### config.mk
export PLATFORM = sky130hd
export DESIGN_NAME = cordic_iterative_core
export DESIGN_NICKNAME = d
export VERILOG_FILES = /design/src/rtl/cordic_pkg.sv /design/src/rtl/cordic_micro_rotation.sv /design/src/rtl/cordic_iterative_core.sv
export SDC_FILE = /design/constraint.sdc
export NUM_CORES = 1
export LEC_CHECK = 0
export ABC_AREA = 1
export BUFFER_PORTS_ARGS = -buffer_cell sky130_fd_sc_hd__buf_2
export CAP_MARGIN = 20
export CORE_MARGIN = 1
export CORE_UTILIZATION = 30
export CTS_CLUSTER_SIZE = 12
export DETAILED_ROUTE_END_ITERATION = 7
export PLACE_DENSITY = 0.53
export RECOVER_POWER = 100
export SYNTH_ARGS = -nofsm -noshare
export SYNTH_HDL_FRONTEND = slang
export SYNTH_SLANG_ARGS = --single-unit
### constraint.sdc
create_clock -name clk -period 8.2 [get_ports clk]
set_input_delay 0 -clock clk [delete_from_list [all_inputs] [get_ports clk]]
set_output_delay 0 -clock clk [all_outputs]
set_load 0.02 [all_outputs]
### src/rtl/cordic_pkg.sv
// Shared definitions for the iterative CORDIC core and its micro-rotation stage.
// Optional build macro used by the core: CORDIC_GAIN_COMP_EN.
package cordic_pkg;

    typedef enum logic [1:0] {
        IDLE = 2'd0,
        RUN  = 2'd1,
        GAIN = 2'd2,
        DONE = 2'd3
    } cordic_state_t;

    localparam logic MODE_ROT = 1'b0;   // drive z toward 0
    localparam logic MODE_VEC = 1'b1;   // drive y toward 0

    // 1/An scaled so that 2^31 represents 1.0 (round(0.6072529350 * 2^31)).
    localparam logic [31:0] KQ32 = 32'h4DBA76D4;

    // atan(2^-i)/pi * 2^31, rounded; z angle format puts pi at 2^31.
    function automatic logic [31:0] atan32(input logic [4:0] idx);
        logic [31:0] a;
        case (idx)
            5'd0:  a = 32'h2000_0000;
            5'd1:  a = 32'h12E4_051E;
            5'd2:  a = 32'h09FB_385B;
            5'd3:  a = 32'h0511_11D4;
            5'd4:  a = 32'h028B_0D43;
            5'd5:  a = 32'h0145_D7E1;
            5'd6:  a = 32'h00A2_F61E;
            5'd7:  a = 32'h0051_7C55;
            5'd8:  a = 32'h0028_BE53;
            5'd9:  a = 32'h0014_5F2F;
            5'd10: a = 32'h000A_2F98;
            5'd11: a = 32'h0005_17CC;
            5'd12: a = 32'h0002_8BE6;
            5'd13: a = 32'h0001_45F3;
            5'd14: a = 32'h0000_A2FA;
            5'd15: a = 32'h0000_517D;
            5'd16: a = 32'h0000_28BE;
            5'd17: a = 32'h0000_145F;
            5'd18: a = 32'h0000_0A30;
            5'd19: a = 32'h0000_0518;
            5'd20: a = 32'h0000_028C;
            5'd21: a = 32'h0000_0146;
            5'd22: a = 32'h0000_00A3;
            5'd23: a = 32'h0000_0051;
            5'd24: a = 32'h0000_0029;
            5'd25: a = 32'h0000_0014;
            5'd26: a = 32'h0000_000A;
            5'd27: a = 32'h0000_0005;
            5'd28: a = 32'h0000_0003;
            5'd29: a = 32'h0000_0001;
            5'd30: a = 32'h0000_0001;
            default: a = 32'h0000_0000;
        endcase
        return a;
    endfunction

    // Gain constant rescaled to a w-bit word with 2^(w-1) = 1.0, rounded to nearest.
    function automatic logic [31:0] kq_scaled(input int unsigned w);
        logic [31:0] k;
        if (w >= 32)
            k = KQ32;
        else
            k = (KQ32 + (32'd1 << (31 - w))) >> (32 - w);
        return k;
    endfunction

endpackage

### src/rtl/cordic_micro_rotation.sv
// One combinational CORDIC micro-rotation: shift-add on x/y and angle update on z.
// Stateless so the same stage can be replicated for an unrolled pipeline.
module cordic_micro_rotation
    import cordic_pkg::*;
#(
    parameter int WIDTH = 32,
    parameter int SW    = 5
) (
    input  logic signed [WIDTH-1:0] x,
    input  logic signed [WIDTH-1:0] y,
    input  logic signed [WIDTH-1:0] z,
    input  logic        [SW-1:0]    shift,
    input  logic signed [WIDTH-1:0] atan_i,
    input  logic                    mode,
    output logic signed [WIDTH-1:0] x_next,
    output logic signed [WIDTH-1:0] y_next,
    output logic signed [WIDTH-1:0] z_next
);

    logic                    d_pos;
    logic signed [WIDTH-1:0] x_sh;
    logic signed [WIDTH-1:0] y_sh;

    // Direction pick and shift-add; zero z / zero y both rotate in the negative sense.
    always_comb begin
        x_sh = x >>> shift;
        y_sh = y >>> shift;
        if (mode == MODE_VEC)
            d_pos = y[WIDTH-1];
        else
            d_pos = !z[WIDTH-1] && (z != '0);
        if (d_pos) begin
            x_next = x - y_sh;
            y_next = y + x_sh;
            z_next = z - atan_i;
        end else begin
            x_next = x + y_sh;
            y_next = y - x_sh;
            z_next = z + atan_i;
        end
    end

endmodule

### src/rtl/cordic_iterative_core.sv
// Iterative CORDIC: a single micro-rotation stage reused for ITER cycles,
// rotation or vectoring mode, ready/valid on both sides.
// Optional build macro CORDIC_GAIN_COMP_EN adds a GAIN cycle that removes the
// CORDIC gain from x/y.
//
//  state | meaning
//  IDLE  | in_ready=1, waiting for operands
//  RUN   | one micro-rotation per cycle, i = 0 .. ITER-1
//  GAIN  | x,y scaled by 1/An (only with CORDIC_GAIN_COMP_EN)
//  DONE  | out_valid=1, result held until out_ready
module cordic_iterative_core
    import cordic_pkg::*;
#(
    parameter int WIDTH = 32,
    parameter int ITER  = 16
) (
    input  logic             clk,
    input  logic             rst,
    input  logic             in_valid,
    output logic             in_ready,
    input  logic             in_mode,
    input  logic [WIDTH-1:0] in_x,
    input  logic [WIDTH-1:0] in_y,
    input  logic [WIDTH-1:0] in_z,
    output logic             out_valid,
    input  logic             out_ready,
    output logic [WIDTH-1:0] out_x,
    output logic [WIDTH-1:0] out_y,
    output logic [WIDTH-1:0] out_z
);

    localparam int SW = $clog2(WIDTH);
    localparam logic [SW-1:0] I_LAST = SW'(ITER - 1);

    cordic_state_t state_q, state_n;

    logic signed [WIDTH-1:0] x_q, y_q, z_q;
    logic signed [WIDTH-1:0] x_nx, y_nx, z_nx;
    logic        [SW-1:0]    i_q;
    logic                    mode_q;
    logic        [31:0]      atan_full;
    logic signed [WIDTH-1:0] atan_i;
    logic                    load;
    logic                    step;

    // Narrower words keep the top bits of the 32-bit angle table.
    assign atan_full = atan32(5'(i_q));
    assign atan_i    = WIDTH'(atan_full >> (32 - WIDTH));

    cordic_micro_rotation #(
        .WIDTH (WIDTH),
        .SW    (SW)
    ) u_rot (
        .x      (x_q),
        .y      (y_q),
        .z      (z_q),
        .shift  (i_q),
        .atan_i (atan_i),
        .mode   (mode_q),
        .x_next (x_nx),
        .y_next (y_nx),
        .z_next (z_nx)
    );

`ifdef CORDIC_GAIN_COMP_EN
    // KQ is 1/An with 2^(WIDTH-1) = 1.0; dropping the duplicated sign bit of the
    // product returns x/y to their input scale.
    localparam logic signed [WIDTH-1:0] KQ = WIDTH'(kq_scaled(WIDTH));

    logic signed [2*WIDTH-1:0] x_prod, y_prod;
    logic signed [WIDTH-1:0]   x_gain, y_gain;
    logic                      gain_step;

    assign x_prod = x_q * KQ;
    assign y_prod = y_q * KQ;
    assign x_gain = WIDTH'(x_prod >>> (WIDTH - 1));
    assign y_gain = WIDTH'(y_prod >>> (WIDTH - 1));
`endif

    // State register.
    always_ff @(posedge clk) begin
        if (rst)
            state_q <= IDLE;
        else
            state_q <= state_n;
    end

    // Next-state decode.
    always_comb begin
        state_n = state_q;
        case (state_q)
            IDLE: if (in_valid) state_n = RUN;
`ifdef CORDIC_GAIN_COMP_EN
            RUN:  if (i_q == I_LAST) state_n = GAIN;
`else
            RUN:  if (i_q == I_LAST) state_n = DONE;
`endif
            GAIN: state_n = DONE;
            DONE: if (out_ready) state_n = IDLE;
            default: state_n = IDLE;
        endcase
    end

    // State-decoded handshake and datapath enables.
    always_comb begin
        in_ready  = (state_q == IDLE);
        out_valid = (state_q == DONE);
        load      = (state_q == IDLE) && in_valid;
        step      = (state_q == RUN);
`ifdef CORDIC_GAIN_COMP_EN
        gain_step = (state_q == GAIN);
`endif
    end

    // Working registers: operand capture, one micro-rotation per RUN cycle.
    always_ff @(posedge clk) begin
        if (rst) begin
            x_q    <= '0;
            y_q    <= '0;
            z_q    <= '0;
            i_q    <= '0;
            mode_q <= 1'b0;
        end else if (load) begin
            x_q    <= in_x;
            y_q    <= in_y;
            z_q    <= in_z;
            i_q    <= '0;
            mode_q <= in_mode;
        end else if (step) begin
            x_q <= x_nx;
            y_q <= y_nx;
            z_q <= z_nx;
            i_q <= i_q + SW'(1);
`ifdef CORDIC_GAIN_COMP_EN
        end else if (gain_step) begin
            x_q <= x_gain;
            y_q <= y_gain;
`endif
        end
    end

    assign out_x = x_q;
    assign out_y = y_q;
    assign out_z = z_q;

endmodule

== Word-level counts from Yosys, hierarchy flattened ==
Memories as Yosys holds them, arrays and structs flattened. A register that Yosys moved wholly into a read port is not among the register bits.
Index checks and enable logic that the tools add are counted.

* Shift operators: 2
* Mux-type cells: 16
* Reduce and logical (&&, ||, !) cells: 8
* Add/sub/neg operators: 7
* Equal/unequal tests: 7

{| class="wikitable"
|+ Operators by type and width
! kind !! number
|-
| 32-bit 2-to-1 mux || 9
|-
| 32-bit adder || 3
|-
| 32-bit subtractor || 3
|-
| 32-bit by 5-bit >>> shifter with 32-bit output || 2
|-
| 32-bit nonzero test || 1
|-
| 5-bit 2-to-1 mux || 2
|-
| 2-bit one-hot mux with 4 select lines || 1
|-
| 2-bit 2-to-1 mux || 3
|-
| 5-bit by 1-bit adder with 5-bit output (second input constant) || 1
|-
| 5-bit by 4-bit equality test with 1-bit output (second input constant) || 1
|-
| 2-bit equality test (second input constant) || 2
|-
| 2-bit by 1-bit != test with 1-bit output (second input constant) || 2
|-
| 3-bit AND reduction || 1
|-
| 2-bit by 1-bit equality test with 1-bit output (second input constant) || 1
|-
| 1-bit logical AND || 2
|-
| 2-bit zero test || 1
|-
| 2-bit != test (second input constant) || 1
|-
| 2-bit nonzero test || 1
|-
| 2-bit OR reduction || 1
|-
| 1-bit zero test || 1
|-
| 1-bit 2-to-1 mux || 1
|}

* Memory bits (read-only): 960
* Logic and storage cells: 47
* Register bits: 104
* Output and inout bits: 98
* Input bits: 101
* Memories: 1

{| class="wikitable"
|+ Memories
! memory !! words !! width !! rd ports !! clocked after Yosys merged registers in !! wr ports !! line !! text
|-
| (no name shown) || 32 || 30 || 1 || 1 || 0 || cordic_pkg.sv:21 || <nowiki>case (idx)</nowiki>
|}

== Logic depth before layout (Yosys ltp) ==
Gate-level depths: netlist of the first run.

* Depth in word-level cells: 6
* Mapped depth: 38
* Depth with buffers taken out: 35

== Hierarchy ==
Synthesis of the first run repeated with hierarchy kept, for this count alone.

* Cells, all modules: 2,974
* Area, all modules: 17,015.1 um2

{| class="wikitable"
|+ By module, submodules not included
! module !! area an instance (um2) !! seq. area each (um2) !! times used !! cells an instance
|-
| cordic_micro_rotation || 11,049.3 || 0.0 || 1 || 2,144
|-
| cordic_iterative_core || 5,965.7 || 2,682.6 || 1 || 830
|}

== Worst setup path after synthesis of the first run ==
No wires, ideal clock.

* Kind: register to register
* Start: reg z_q[1] (netlist: out_z[1])
* End: reg x_q[17] (netlist: out_x[17])
* Stages on the path, launching flop included: 22
* Required time: 8.130 ns
* Slack: 4.062 ns
* Data arrival time: 4.068 ns
* Path buffers: 2
* Cell sequence: dfxtp_1 > nor4_1 > nand4_1 > o21ai_0 > nand2_1 > clkinv_1 > clkbuf_1 > buf_1 > nand2_1 > xor2_1 > ha_1 > nand2_1 > inv_1 > a21oi_1 > o21ai_0 > a21oi_1 > o21ai_0 > a21oi_1 > or2_2 > nand3_1 > o211ai_1 > a21oi_1

* Longest elaborated chain between the ends: 6

{| class="wikitable"
|+ Ends and longest elaborated chain
! what !! line !! text
|-
| start, declared || cordic_iterative_core.sv:37 || <nowiki>logic signed [WIDTH-1:0] x_q, y_q, z_q;</nowiki>
|-
| start signal, assigned || cordic_iterative_core.sv:126 || <nowiki>z_q <= in_z;</nowiki>
|-
| start signal, assigned || cordic_iterative_core.sv:132 || <nowiki>z_q <= z_nx;</nowiki>
|-
| 32-bit nonzero test || cordic_micro_rotation.sv:31 || <nowiki>d_pos = !z[WIDTH-1] && (z != '0);</nowiki>
|-
| 1-bit logical AND || cordic_micro_rotation.sv:31 ||
|-
| 1-bit 2-to-1 mux || cordic_micro_rotation.sv:28 || <nowiki>if (mode == MODE_VEC)</nowiki>
|-
| 32-bit 2-to-1 mux || cordic_micro_rotation.sv:32 || <nowiki>if (d_pos) begin</nowiki>
|-
| 32-bit 2-to-1 mux || cordic_iterative_core.sv:129 || <nowiki>end else if (step) begin</nowiki>
|-
| 32-bit 2-to-1 mux || cordic_iterative_core.sv:123 || <nowiki>end else if (load) begin</nowiki>
|-
| end signal, assigned || cordic_iterative_core.sv:124 || <nowiki>x_q <= in_x;</nowiki>
|-
| end signal, assigned || cordic_iterative_core.sv:130 || <nowiki>x_q <= x_nx;</nowiki>
|-
| end, declared || cordic_iterative_core.sv:37 ||
|}

Every way passes these cells. The select of a mux whose other input is x is not followed.
A chain may end at the register's enable or synchronous reset.

== Final worst setup path of the first run ==
* Start: reg state_q[0]
* End: reg atan_full[1] (netlist name)

* Longest elaborated chain between the ends: 4
* Elaborated cells between the ends (all ways): 6
* Classes of those cells: 1 x eq/ne; 2 x mux; 3 x reduce/logical

{| class="wikitable"
|+ Ends and longest elaborated chain
! what !! line !! text
|-
| start, declared || cordic_iterative_core.sv:35 || <nowiki>cordic_state_t state_q, state_n;</nowiki>
|-
| start signal, assigned || cordic_iterative_core.sv:85 || <nowiki>state_q <= state_n;</nowiki>
|-
| 2-bit zero test || cordic_iterative_core.sv:108 || <nowiki>load = (state_q == IDLE) && in_valid;</nowiki>
|-
| 1-bit logical AND || cordic_iterative_core.sv:108 ||
|-
| 2-bit OR reduction (no line) || - ||
|-
| 5-bit 2-to-1 mux (no line) (*) || - ||
|}

Every way passes the cells marked *; elsewhere a longest branch is shown, timed or not.

==> results of run 1 <==
==> flip-flops by register name, summed over array words and instances, names as in the netlist <==
register	count
out_y	32
i_q	5
out_z	32
state_q	2
mode_q	1
out_x	32
atan_full	30
==> layout make-up <==
class	count	share of cell area (%)
Clock buffer	17	2.10
Clock inverter	15	0.660
Inverter	239	4.45
Multi-Input combinational cell	2427	64.0
Sequential cell	134	13.2
Tap cell	756	4.66
Timing Repair Buffer	338	10.9
==> per-stage QoR <==
| step | area [um2] | utilization [%] | std cells | hold WS (ns) |
|---|---|---|---|---|
| CTS | 20400 | 36.1 | 3926 | 0.00735 |
| global route | 20300 | 35.8 | 3926 | 0.0683 |
| floorplan | 17300 | - | 2943 | 0.161 |
| global placement | 18700 | 33.0 | 3774 | 0.253 |
| finish | 20300 | 35.8 | 3926 | 0.0330 |
| detailed placement | 18700 | 33.0 | 3774 | 0.260 |
==> cells in the final DEF, fill, tap and decap left out, drive strengths merged, types with 2 or more instances in the layout <==
| cell type | instances |
|---|---|
| a41oi | 2 |
| a211oi | 3 |
| o32ai | 2 |
| and3 | 3 |
| o21a | 14 |
| a21oi | 241 |
| xnor2 | 40 |
| a2111oi | 3 |
| o211ai | 41 |
| o21ai | 176 |
| clkbuf | 119 |
| nor3 | 37 |
| buf | 116 |
| a221oi | 9 |
| fa | 3 |
| a21boi | 4 |
| dfxtp | 134 |
| inv | 248 |
| o31ai | 6 |
| o221ai | 14 |
| nand2 | 794 |
| dlygate4sd3 | 120 |
| nand4 | 14 |
| o21bai | 32 |
| clkinvlp | 5 |
| nor3b | 2 |
| nand3 | 456 |
| o221a | 2 |
| a21o | 10 |
| or2 | 15 |
| o22ai | 2 |
| a32oi | 3 |
| a31o | 2 |
| xor2 | 87 |
| nand3b | 7 |
| nor2 | 239 |
| ha | 116 |
| a31oi | 29 |
| nor4 | 15 |
==> worst reg2reg max path, delay by kind of cell (launching register included) <==
family / cells / cell delay, ns
and+or+nand+nor: 5 / 3.83
AOI/OAI and AO/OA: 1 / 0.13
adders and majority gates: 1 / 0.22
DFF: 1 / 0.38
buffers and inverters: 4 / 2.36
==> cell families (layout without fill, tap and decap cells) <==
logic type,after synthesis,in the layout,share of synthesized area [%]
and+or+nand+nor,1583,1583,39.8
AOI/OAI and AO/OA,598,598,20.2
buffers and inverters,382,609,9.28
DFF,134,134,15.5
xor gates and xnor gates,127,127,6.44
adders and majority gates,119,119,8.75
==> what timing repair did <==
action	in CTS	in global routing
hold endpoints to repair	98	0
endpoints found under the setup margin	0	0
hold buffers	120	0
==> path summary, 6_finish.rpt <==
path | from | slack (ns) | to
setup / recovery | state_q[0] | 1.16 | atan_full[1]
hold reg to reg | out_z[27] | 0.51 | out_z[27]
hold / removal | in_valid | 0.03 | state_q[1]
setup reg to reg | state_q[0] | 1.16 | atan_full[1]
==> per-layer routing <==
metal | up-vias | GRT usage (%) | share of wire [%]
li1 | 10411 | - | -
met1 | 9742 | 31.8 | 45
met2 | 615 | 42.6 | 48
met3 | 106 | 2.97 | 3.8
met4 | 0 | 8.25 | 3.1
met5 | - | 0 | 0
==> impl_metrics.py, run 1 <==
metrics = {
    "clocking": {
        "cts_tree": "built",
        "root_buffer": "clkbuf_16",
        "path_clk_slew_ns": 0.07,
        "cts_buffers": 17,
        "h-tree-depth": 4,
        "cts_resized": 0,
        "post-cts-setup-buffers": 0,
        "clock_path_buffers": 2,
        "clock_sinks": 134,
        "clock_latency_ns": 0.50,
    },
    "routing": {
        "vias_per_cell": 5.32,
        "drtIter0Drc": 1661,
        "wl_per_cell_um": 18.7,
        "vias": 20874,
        "drt_wl_total_mm": 73.6,
        "drt.antenna.violating_nets": 0,
        "drc": 0,
        "firstDrtPassIters": 6,
    },
    "place": {
        "routabilityCongestion": 0.966,
        "port_buffers": 198,
        "pre_cts_ws_ns": 2.31,
        "dpl.hpwl_mm": 56.1,
    },
    "floorplan": {
        "die_w_um": 242,
        "die_area_um2": 58500,
        "dieHeight_um": 242,
        "core-area_um2": 56600,
        "start_util_pct": 30.5,
        "core.rowCount": 87,
        "ioPinCount": 199,
    },
    "flow_run": {
        "drv_cap": 5,
    },
    "synth": {
        "synth_edf_count": 0,
        "post_synth.cell_area_avg_um2": 5.87,
        "mappedNetlistNets": 3163,
        "ys_top_cells_by_count": "782 x nand2_1, 435 x nand3_1, 241 x a21oi_1, 235 x nor2_1, 232 x inv_1",
        "synth_seq_cells": 134,
        "synth_area_leaders": "nand2_1 17%, dfxtp_1 16%, nand3_1 13%",
        "yosysMostFrequentCell": "nand2_1",
        "synthArstFlopShare_pct": 0,
        "synth_cells": 2943,
        "synth_cell_type_count": 60,
        "syn_area_um2": 17300,
        "yosys.area.top_type": "nand2_1",
        "synth_top_area_share_pct": 17.0,
        "ys_seq_area_share_pct": 15.5,
        "synthFlopType": "dfxtp_1",
        "ys_warn_count": 0,
    },
    "grt": {
        "grt-ovfl-total": 0,
        "grt_pass1_vias": 19822,
        "antenna_found_initial": 0,
        "grt_use_total_pct": 24.8,
        "grt_max_degree": 80,
        "grt_pass1_wl_mm": 115,
    },
    "critical_path": {
        "path_buf_inv": 4,
        "arrival_ns": 7.40,
        "crit_family": "simple AND/OR/NAND/NOR gates",
        "required_ns": 8.56,
        "crit_fanout": 56,
        "reg2regPathDepth": 11,
        "critPathKind": "flip-flop to flip-flop",
        "critPathCaptureType": "flip-flop",
        "cpPeakStageDelay_ns": 1.47,
        "critPathMostFrequentCell": "inv_1",
        "cp.depth": 11,
        "crit_slowest_cell": "inv_1",
        "worstSetupStartpointType": "flip-flop",
        "cp_cell_sequence": "inv_1 > ha_1 > nand2_1 > inv_1 > nor2_1 > inv_1 > nor2_1 > inv_1 > nand2_1 > a21oi_1 > or3_1",
    },
    "sta": {
        "layout_setup_ws_ns": 1.16,
        "setup_violations": 0,
        "min_period_over_period_pct": 85.9,
        "max_slew.worst_pin.slew_ns": 1.99,
        "min_period_ns": 7.04,
        "rsz0062_at_grt": "false",
        "timing.slew.headroom_pct": -33.1,
        "report.final.slew_viol_count": 215,
        "hold_viol_final": 0,
        "finClkSkew_ns": 0.0142,
        "max_freq_ghz": 0.142,
        "fin_setup_tns_ns": 0,
    },
    "layout": {
        "area_growth_pct": 17.5,
        "ff_latch_area_um2": 2690,
        "nFillCells": 6520,
        "drive_gt1_share_pct": 6.97,
        "nets": 3377,
        "n_antenna_cell": 0,
        "multi_input_area_um2": 13000,
    },
    "hold_path": {
        "whs_path_depth": 3,
        "min_path_type": "primary input to flip-flop",
    },
    "run_status": {
        "status": "finished with violations",
        "violations": "max-capacitance violations, max-slew violations",
    },
}
Power of run 1 is left out: the tool's default activity adds up to more than one toggle a clock period on the data nets, which glitch-free logic cannot reach.
==> inputs of run 2 (changes only) <==
--- a/config.mk
+++ b/config.mk
@@ -10,6 +10,7 @@
 export CAP_MARGIN = 20
 export CORE_MARGIN = 1
 export CORE_UTILIZATION = 30
+export CTS_BUF_LIST = sky130_fd_sc_hd__clkbuf_4 sky130_fd_sc_hd__clkbuf_8
 export CTS_CLUSTER_SIZE = 12
 export DETAILED_ROUTE_END_ITERATION = 7
 export PLACE_DENSITY = 0.53
==> impl_metrics.py, run 2 (synthesized netlist as in run 1, its figures left out) <==
metrics = {
    "run_status": {
        "status": "finished with violations",
        "violations": "max-capacitance violations, max-slew violations",
    },
    "critical_path": {
        "required_ns": 8.70,
        "crit_fanout": 65,
        "critPathCaptureType": "flip-flop",
        "crit_slowest_cell": "dfxtp_1",
        "critPathMostFrequentCell": "nand2_1",
        "worstSetupStartpointType": "flip-flop",
        "critPathKind": "flip-flop to flip-flop",
        "cpPeakStageDelay_ns": 1.03,
        "arrival_ns": 7.50,
    },
    "sta": {
        "fin_setup_tns_ns": 0,
        "max_slew.worst_pin.slew_ns": 4.22,
        "rsz0062_at_grt": "false",
        "timing.slew.headroom_pct": -181,
        "setup_violations": 0,
        "report.final.slew_viol_count": 241,
        "hold_viol_final": 0,
        "max_freq_ghz": 0.143,
        "min_period_over_period_pct": 85.3,
        "finClkSkew_ns": 0.0163,
        "min_period_ns": 6.99,
    },
    "grt": {
        "grt_max_degree": 80,
        "grt_pass1_wl_mm": 114,
        "grt_pass1_vias": 19827,
        "grt-ovfl-total": 0,
        "grt_use_total_pct": 24.7,
        "antenna_found_initial": 1,
    },
    "routing": {
        "wl_per_cell_um": 18.7,
        "vias_per_cell": 5.30,
        "drt.antenna.violating_nets": 0,
        "vias": 20830,
        "firstDrtPassIters": 6,
        "drc": 0,
        "drt_wl_total_mm": 73.5,
        "drtIter0Drc": 1635,
    },
    "clocking": {
        "root_buffer": "clkbuf_8",
        "cts_resized": 0,
        "clock_sinks": 134,
        "clock_latency_ns": 0.57,
        "clock_path_buffers": 2,
        "path_clk_slew_ns": 0.10,
        "h-tree-depth": 4,
        "post-cts-setup-buffers": 0,
        "cts_buffers": 17,
        "cts_tree": "built",
    },
    "place": {
        "dpl.hpwl_mm": 56.1,
        "routabilityCongestion": 0.966,
        "port_buffers": 198,
    },
    "layout": {
        "drive_gt1_share_pct": 6.81,
        "nFillCells": 6547,
        "nets": 3379,
        "final_common_cell": "nand2_1",
        "area_growth_pct": 16.4,
        "final_cell_mix": "781 x nand2_1, 436 x nand3_1, 241 x a21oi_1, 235 x nor2_1, 233 x inv_1",
    },
    "floorplan": {
        "die_area_um2": 58500,
        "core-area_um2": 56600,
        "die_w_um": 242,
        "start_util_pct": 30.5,
        "dieHeight_um": 242,
        "core.rowCount": 87,
        "ioPinCount": 199,
    },
    "hold_path": {
        "min_path_type": "primary input to flip-flop",
    },
    "flow_run": {
        "drv_cap": 5,
    },
}
[run 2: worst max-delay path, delay by kind of cell (launching register included)]
family	cells	cell delay [ns]
adder cells (fa/ha/maj)	2	0.61
XOR/XNOR	1	0.10
flip-flops	1	1.03
AO/OA/AOI/OAI	5	0.79
AND/OR/NAND/NOR	19	2.87
buffers and inverters	3	1.47
[run 2: per-stage QoR]
stage / setup WS, ns / util, % / hold slack, ns / cell area [um2] / cells
6_report: 1.21 / 35.5 / 0.0966 / 20100 / 3929
5_1_grt: 0.546 / 35.5 / 0.0871 / 20100 / 3929
4_1_cts: 1.73 / 35.8 / 0.0289 / 20300 / 3928
3_5_place_dp: 2.31 / 33.0 / 0.260 / 18700 / 3774
3_3_place_gp: 2.35 / 33.0 / 0.253 / 18700 / 3774
2_1_floorplan: 4.06 / - / 0.161 / 17300 / 2943
[run 2: final cells by class]
| cell class | count | area (um2) | share of cell area (%) |
|---|---|---|---|
| diodes | 1 | 2.50 | 0.0124 |
| well taps | 756 | 946 | 4.70 |
| clock buffers | 17 | 234 | 1.16 |
| inverters | 239 | 903 | 4.49 |
| multi-input cells | 2427 | 13000 | 64.6 |
| clock inverters | 15 | 134 | 0.666 |
| repair buffers | 340 | 2220 | 11.0 |
| flip-flops and latches | 134 | 2690 | 13.4 |
[run 2: path summary, 6_finish.rpt]
kind	startpoint	end	slack (ns)	depth (start not counted)
min reg2reg	out_z[27]	out_z[27]	0.52	2
max	i_q[0]	out_x[25]	1.21	30
max reg2reg	i_q[0]	out_x[25]	1.21	30
min	in_x[2]	out_x[2]	0.1	4
[run 2: repair_timing]
item / 4_1_cts / 5_1_grt
hold buffers: 122 / 0
endpoints found under the hold margin: 99 / 0
endpoints found under the setup margin: 0 / 0
[run 2: metal layers]
metal	global-route usage [%]	vias to the layer above	share of wire [%]
met5	0	-	0
met4	8.34	0	3.2
met3	3.05	95	4.2
met2	42.3	599	48
met1	31.9	9715	45
li1	-	10421	-
Power of run 2 is left out for the same reason.
